==> config.mk <==
export PLATFORM = sky130hd
export DESIGN_NAME = fetch_ctrl
export DESIGN_NICKNAME = d
export VERILOG_FILES = /design/src/rtl/fetch_ctrl_pkg.sv /design/src/rtl/fetch_ctrl_npc_sel.sv /design/src/rtl/fetch_ctrl.sv
export SDC_FILE = /design/constraint.sdc
export NUM_CORES = 1
export LEC_CHECK = 0
export ABC_CLOCK_PERIOD_IN_PS = 1500
export BUFFER_PORTS_ARGS = -buffer_cell sky130_fd_sc_hd__buf_2
export CAP_MARGIN = 0
export CORE_ASPECT_RATIO = 1.4
export CORE_UTILIZATION = 30
export DETAILED_ROUTE_END_ITERATION = 6
export MAX_ROUTING_LAYER = met4
export PLACE_DENSITY_LB_ADDON = 0.1
export SETUP_SLACK_MARGIN = 0.2
export SKIP_LAST_GASP = 1
export SLEW_MARGIN = 20
export SYNTH_ARGS = -nofsm -noshare
export SYNTH_HDL_FRONTEND = slang
export SYNTH_SLANG_ARGS = --single-unit
==> constraint.sdc <==
create_clock -name clk -period 1.5 [get_ports clk]
set_input_delay 0.075 -clock clk [delete_from_list [all_inputs] [get_ports clk]]
set_output_delay 0.075 -clock clk [all_outputs]
set_load 0.005 [all_outputs]
==> src/rtl/fetch_ctrl_pkg.sv <==
// Shared widths, FSM encoding and next-pc source tags for the fetch controller.
package fetch_ctrl_pkg;

  localparam int STALL_BUS     = 2;
  localparam int BR_BUS_W      = 33;
  localparam int IF12IF2_BUS_W = 33;

  typedef enum logic [1:0] {
    ST_BOOT = 2'd0,
    ST_RUN  = 2'd1,
    ST_ERR  = 2'd2
  } fetch_state_e;

  typedef enum logic [1:0] {
    NPC_FLUSH  = 2'd0,
    NPC_BRANCH = 2'd1,
    NPC_HOLD   = 2'd2,
    NPC_SEQ    = 2'd3
  } npc_src_e;

  // Instruction addresses must be word aligned; anything else is a fetch error.
  function automatic logic is_misaligned(input logic [31:0] addr);
    return addr[1:0] != 2'b00;
  endfunction

endpackage

==> src/rtl/fetch_ctrl_npc_sel.sv <==
// Next-pc priority mux: flush > branch > hold > sequential (pc + 4, wraps).
module npc_sel
  import fetch_ctrl_pkg::*;
(
  input  logic        flush,
  input  logic [31:0] flush_pc,
  input  logic        br_e,
  input  logic [31:0] br_addr,
  input  logic        hold,
  input  logic [31:0] pc,
  output logic [31:0] npc,
  output npc_src_e    src
);

  always_comb begin
    npc = pc + 32'd4;
    src = NPC_SEQ;
    if (flush) begin
      npc = flush_pc;
      src = NPC_FLUSH;
    end else if (br_e) begin
      npc = br_addr;
      src = NPC_BRANCH;
    end else if (hold) begin
      npc = pc;
      src = NPC_HOLD;
    end
  end

endmodule

==> src/rtl/fetch_ctrl.sv <==
// PC-stage fetch controller: owns pc_r, drives the instruction SRAM read and
// hands {pc_valid, pc} to IF2; handles stalls, branch/flush redirects and errors.
module fetch_ctrl
  import fetch_ctrl_pkg::*;
#(
  parameter logic [31:0] RESET_PC = 32'h8000_0000,
  parameter int          STALL_W  = STALL_BUS
) (
  input  logic                     clk,
  input  logic                     rst_n,
  input  logic [STALL_W-1:0]       stall,
  input  logic [BR_BUS_W-1:0]      br_bus,
  input  logic                     flush,
  input  logic [31:0]              flush_pc,
  output logic                     inst_sram_en,
  output logic [31:0]              inst_sram_addr,
  output logic [IF12IF2_BUS_W-1:0] if12if2_bus,
  output logic                     fetch_err,
  output logic [15:0]              redirect_cnt,
  output fetch_state_e             state_dbg
);

  fetch_state_e state_r;
  logic [31:0]  pc_r;
  logic         fetch_err_r;
  logic [15:0]  redirect_cnt_r;

  logic         br_e;
  logic [31:0]  br_addr;
  logic         in_run;
  logic [31:0]  npc;
  npc_src_e     npc_src;
  logic         redirect;
  logic         unused_stall_hi;

  assign br_e    = br_bus[32];
  assign br_addr = br_bus[31:0];
  assign in_run  = (state_r == ST_RUN);
  // Only stall[0] affects the PC stage; the IF1/IF2 bit is consumed downstream.
  assign unused_stall_hi = ^stall;

  // Branches are only honoured while running; BOOT and ERR hold pc unless flushed.
  npc_sel u_npc_sel (
    .flush    (flush),
    .flush_pc (flush_pc),
    .br_e     (br_e & in_run),
    .br_addr  (br_addr),
    .hold     (stall[0] | ~in_run),
    .pc       (pc_r),
    .npc      (npc),
    .src      (npc_src)
  );

  assign redirect = (npc_src == NPC_FLUSH) || (npc_src == NPC_BRANCH);

  always_ff @(posedge clk) begin
    if (!rst_n) begin
      state_r        <= ST_BOOT;
      pc_r           <= RESET_PC;
      fetch_err_r    <= 1'b0;
      redirect_cnt_r <= 16'd0;
    end else begin
      pc_r <= npc;
      if (redirect && (state_r != ST_BOOT) && (redirect_cnt_r != 16'hFFFF)) begin
        redirect_cnt_r <= redirect_cnt_r + 16'd1;
      end
      if (redirect && is_misaligned(npc)) begin
        state_r     <= ST_ERR;
        fetch_err_r <= 1'b1;
      end else begin
        case (state_r)
          ST_BOOT: state_r <= ST_RUN;
          ST_RUN:  state_r <= ST_RUN;
          ST_ERR:  if (redirect) state_r <= ST_RUN;
          default: state_r <= ST_BOOT;
        endcase
      end
    end
  end

  // Stalls keep the read enabled so IF2 re-captures the same line on release.
  assign inst_sram_en   = in_run;
  assign inst_sram_addr = {pc_r[31:3], 3'b000};
  assign if12if2_bus    = {in_run, pc_r};
  assign fetch_err      = fetch_err_r;
  assign redirect_cnt   = redirect_cnt_r;
  assign state_dbg      = state_r;

endmodule

==> results.toml <==
[route]
firstDrtPassIters = 5
routed_wirelength_um = 15480
num_vias = 4544
drt-met1-wl_um = 6113
via_per_inst = 5.371
drcViolationCount = 0
highest_layer = "met4"
met2_wirelength_um = 8116
dr_wl_met3_um = 864
wl_per_cell_um = 18.30
ant_nets = 0
first_iter_violations = 215

[yosys]
netlist_area_sq_um = 3578
synth-edff-count = 0
synth_flop_cell = "dfxtp_1"
synthXorXnorAreaFrac_pct = 2.692
synth_compound_area_share_pct = 26.05
ys_warn_count = 0
synthMuxAreaShare_pct = 1.678
synth_top_family_by_area = "simple AND/OR/NAND/NOR gates"
synthAdderAreaFrac_pct = 0.6993
synth-simple-area-share_pct = 28.81
ys_types = 71
synth-seq-cells = 51
synthCells = 474
seq_area_frac_synth_pct = 28.53
async_reset_ff_share_pct = 0
syn_area_per_cell_sq_um = 7.549

[power]
ir_drop_mv = 0.4914
clockPowerShare_pct = 30.5
seq_power_share_pct = 38.0
p_sw_share_pct = 31.04
p_per_area_nw_per_um2 = 624.0
finalPower_w = 0.003939
p_int_w = 0.002716
combPwrFrac_pct = 31.5
power.leakage_nw = 2.897
switchingPower_w = 0.001223

[final_layout]
syn_to_final_growth_pct = 76.40
fin_nets = 773
drive_above_1_share_pct = 61.40
finalNonFillerCells = 846
antenna_cells_inserted = 0
final.fill_count = 1112

[run_status]
violations = "setup timing"
status = "finished with violations"

[timing]
setup_tns_ns = -1.881
rsz0062_at_grt = "yes"
fin_crit_sh_pct = 108.5
period_needed_ns = 1.628
worst_pin_slew_ns = 0.6203
drv_slew = 0
finalWorstSetupSlack_ns = -0.1282
fmax_ghz = 0.6142
slew_headroom_pct = 58.60
setup_violations = 33
hold_viol = 0
skew_ns = 0.005978

[clock_tree]
tritoncts = "done"
numCtsBuffers = 5
root_buffer = "clkbuf_16"
hold_buffers = 0
cts_max_level = 2
clk-insertion-delay-late_ns = 0.30
clk_pin_slew_ns = 0.07
clock_sinks = 51
cts_buffer_depth = 2

[setup_path]
cp-end-kind = "register"
worst-path-max-fanout = 6
worstSetupStartpointType = "register"
cp.arrival_ns = 1.88
crit_slowest_cell = "or4_1"
worstSetupPathType = "register to register"
path_cells = "and4_1 > buf_6 > buf_12 > nand2_8 > or4_1 > a21oi_1 > o21a_1"
cp.required_ns = 1.75
slowest_delay_ns = 0.47

[grt]
grt_pass1_vias = 4470
grt_usage_pct = 24.80
grt_max_degree = 46
grt_pass1_wl_um = 23120
grt-ovfl-total = 0
antenna_found_initial = 0

[placed_design]
finalWeightedCongestion = 0.8928
dp.cells = 805
dp_hpwl_um = 10470
place.port_buffers = 150

[floorplanning]
die_y_um = 131.2
core-area_sq_um = 11450
row_count = 46
ios = 155
die_x_um = 94.31
dieArea_sq_um = 12380
initial_core_util_pct = 31.24

[run]
cap_violations = 0

[worst_hold_path]
hold_class = "input port to register"
-- power by group through the flow --
stage	Clock, W	Combinational [W]	Sequential [W]
2_1_floorplan	0	0.000491	0.00157
3_3_place_gp	0	0.000985	0.00153
3_5_place_dp	0	0.000987	0.00153
4_1_cts	0.00122	0.00114	0.00150
5_1_grt	0.00126	0.00133	0.00151
6_report	0.00120	0.00124	0.00150
-- cell families after synthesis --
| family | after synthesis |
|---|---|
| compound gates | 138 |
| other cells | 1 |
| xor+xnor | 11 |
| buf+inv | 72 |
| fa+ha+maj | 2 |
| mux | 6 |
| simple gates | 193 |
| flops | 51 |
-- final cells by class --
class	instances	area [sq um]	area share, %
multi-input cells	353	2798	44.32
repair buffers	282	2078	32.92
flip-flops and latches	51	1076	17.05
well taps	144	180.2	2.854
clock buffers	7	142.6	2.260
inverters	8	32.53	0.5154
clock inverters	1	5.005	0.07929
-- through the flow --
stage	hold slack, ns	cell area (sq um)	setup slack, ns	util [%]
after floorplan	0.2099	3845	-0.08399	-
after global placement	0.3064	5115	-0.1214	44.66
after detailed placement	0.3148	5115	-0.1303	44.66
after CTS	0.002587	5906	-0.04896	51.56
after global routing	0.008205	6312	-0.2080	55.11
final	0.005219	6312	-0.1282	55.11
-- metal layers --
| layer | GRT usage [%] | up-vias |
|---|---|---|
| li1 | - | 2173 |
| met5 | - | - |
| met1 | 28.61 | 2176 |
| met4 | 9.658 | 0 |
| met3 | 2.836 | 24 |
| met2 | 42.91 | 171 |
-- Yosys cell counts (all sizes together) (2+ instances only) --
cell	count	area (sq um)
and2	13	81.33
a211oi	9	67.56
ha	2	25.02
mux2i	6	60.06
nor2b	2	12.51
a21boi	2	15.01
and3	9	61.31
nand3	17	85.08
xnor2	5	43.79
a32o	2	20.02
clkbuf	22	83.83
o21ai	33	165.2
o311ai	2	17.52
buf	42	295.3
xor2	6	52.55
o22ai	7	43.79
nor3	12	65.06
a311oi	8	70.07
o211ai	4	30.03
a221oi	4	41.29
a31oi	3	18.77
nor4	6	52.55
nand4	17	133.9
nor2	30	117.6
nand2b	7	43.79
o21a	3	22.52
a21o	3	22.52
dfxtp	51	1021
or3	3	18.77
a2111oi	3	33.78
a21oi	31	155.2
o31ai	5	37.54
o2bb2ai	3	26.28
nand2	63	239.0
inv	7	26.28
or4	3	22.52
a211o	3	26.28
and4	7	65.06
-- state kept, by name, indices dropped and copies added, names as in the netlist --
name / count
pc_r: 32
redirect_cnt: 16
state_dbg: 2
fetch_err: 1
-- path summary, 6_finish.rpt --
path	start	to	slack, ns	cells past startpoint
hold / removal	flush_pc[17]	pc_r[17]	0.005	3
setup / recovery	pc_r[7]	pc_r[29]	-0.13	7
hold reg to reg	fetch_err	fetch_err	0.49	2
setup reg to reg	pc_r[7]	pc_r[29]	-0.13	7
-- timing repair --
item | 4_1_cts | 5_1_grt
cloned | 6 | 3
pin swaps | 54 | 47
gates resized for setup | 88 | 69
endpoints found under the setup margin | 50 | 53
buffers inserted | 19 | 5
-- worst max-delay path: cells and delay by family (launching register included) --
family | cells | cell delay [ns]
simple gates | 3 | 0.76
flops | 1 | 0.32
buf+inv | 2 | 0.25
compound gates | 2 | 0.25
-- cell usage in the layout (no fill, tap or decap), types with 4 or more instances in the layout --
| cell type | count |
|---|---|
| o21ai_0 | 19 |
| and2_1 | 10 |
| nand3_2 | 7 |
| dfxtp_1 | 23 |
| nor3_1 | 7 |
| xnor2_1 | 5 |
| a21oi_2 | 9 |
| and3_1 | 4 |
| nand2b_1 | 5 |
| and3_4 | 5 |
| nor2_2 | 5 |
| xor2_1 | 6 |
| buf_12 | 5 |
| inv_1 | 6 |
| buf_2 | 150 |
| nand2_2 | 9 |
| o211ai_1 | 4 |
| dfxtp_4 | 8 |
| nand4_1 | 14 |
| buf_16 | 6 |
| clkbuf_16 | 8 |
| buf_6 | 23 |
| nand2_4 | 6 |
| o21ai_2 | 4 |
| o22ai_2 | 4 |
| nor2_1 | 23 |
| nand3_1 | 9 |
| nor4_4 | 6 |
| a211oi_2 | 8 |
| dfxtp_2 | 20 |
| buf_4 | 93 |
| a221oi_2 | 4 |
| a311oi_2 | 6 |
| mux2i_1 | 6 |
| o21ai_1 | 10 |
| and4_4 | 5 |
| a21oi_1 | 21 |
| nand2_1 | 47 |
(Power assumes the default switching activity.)
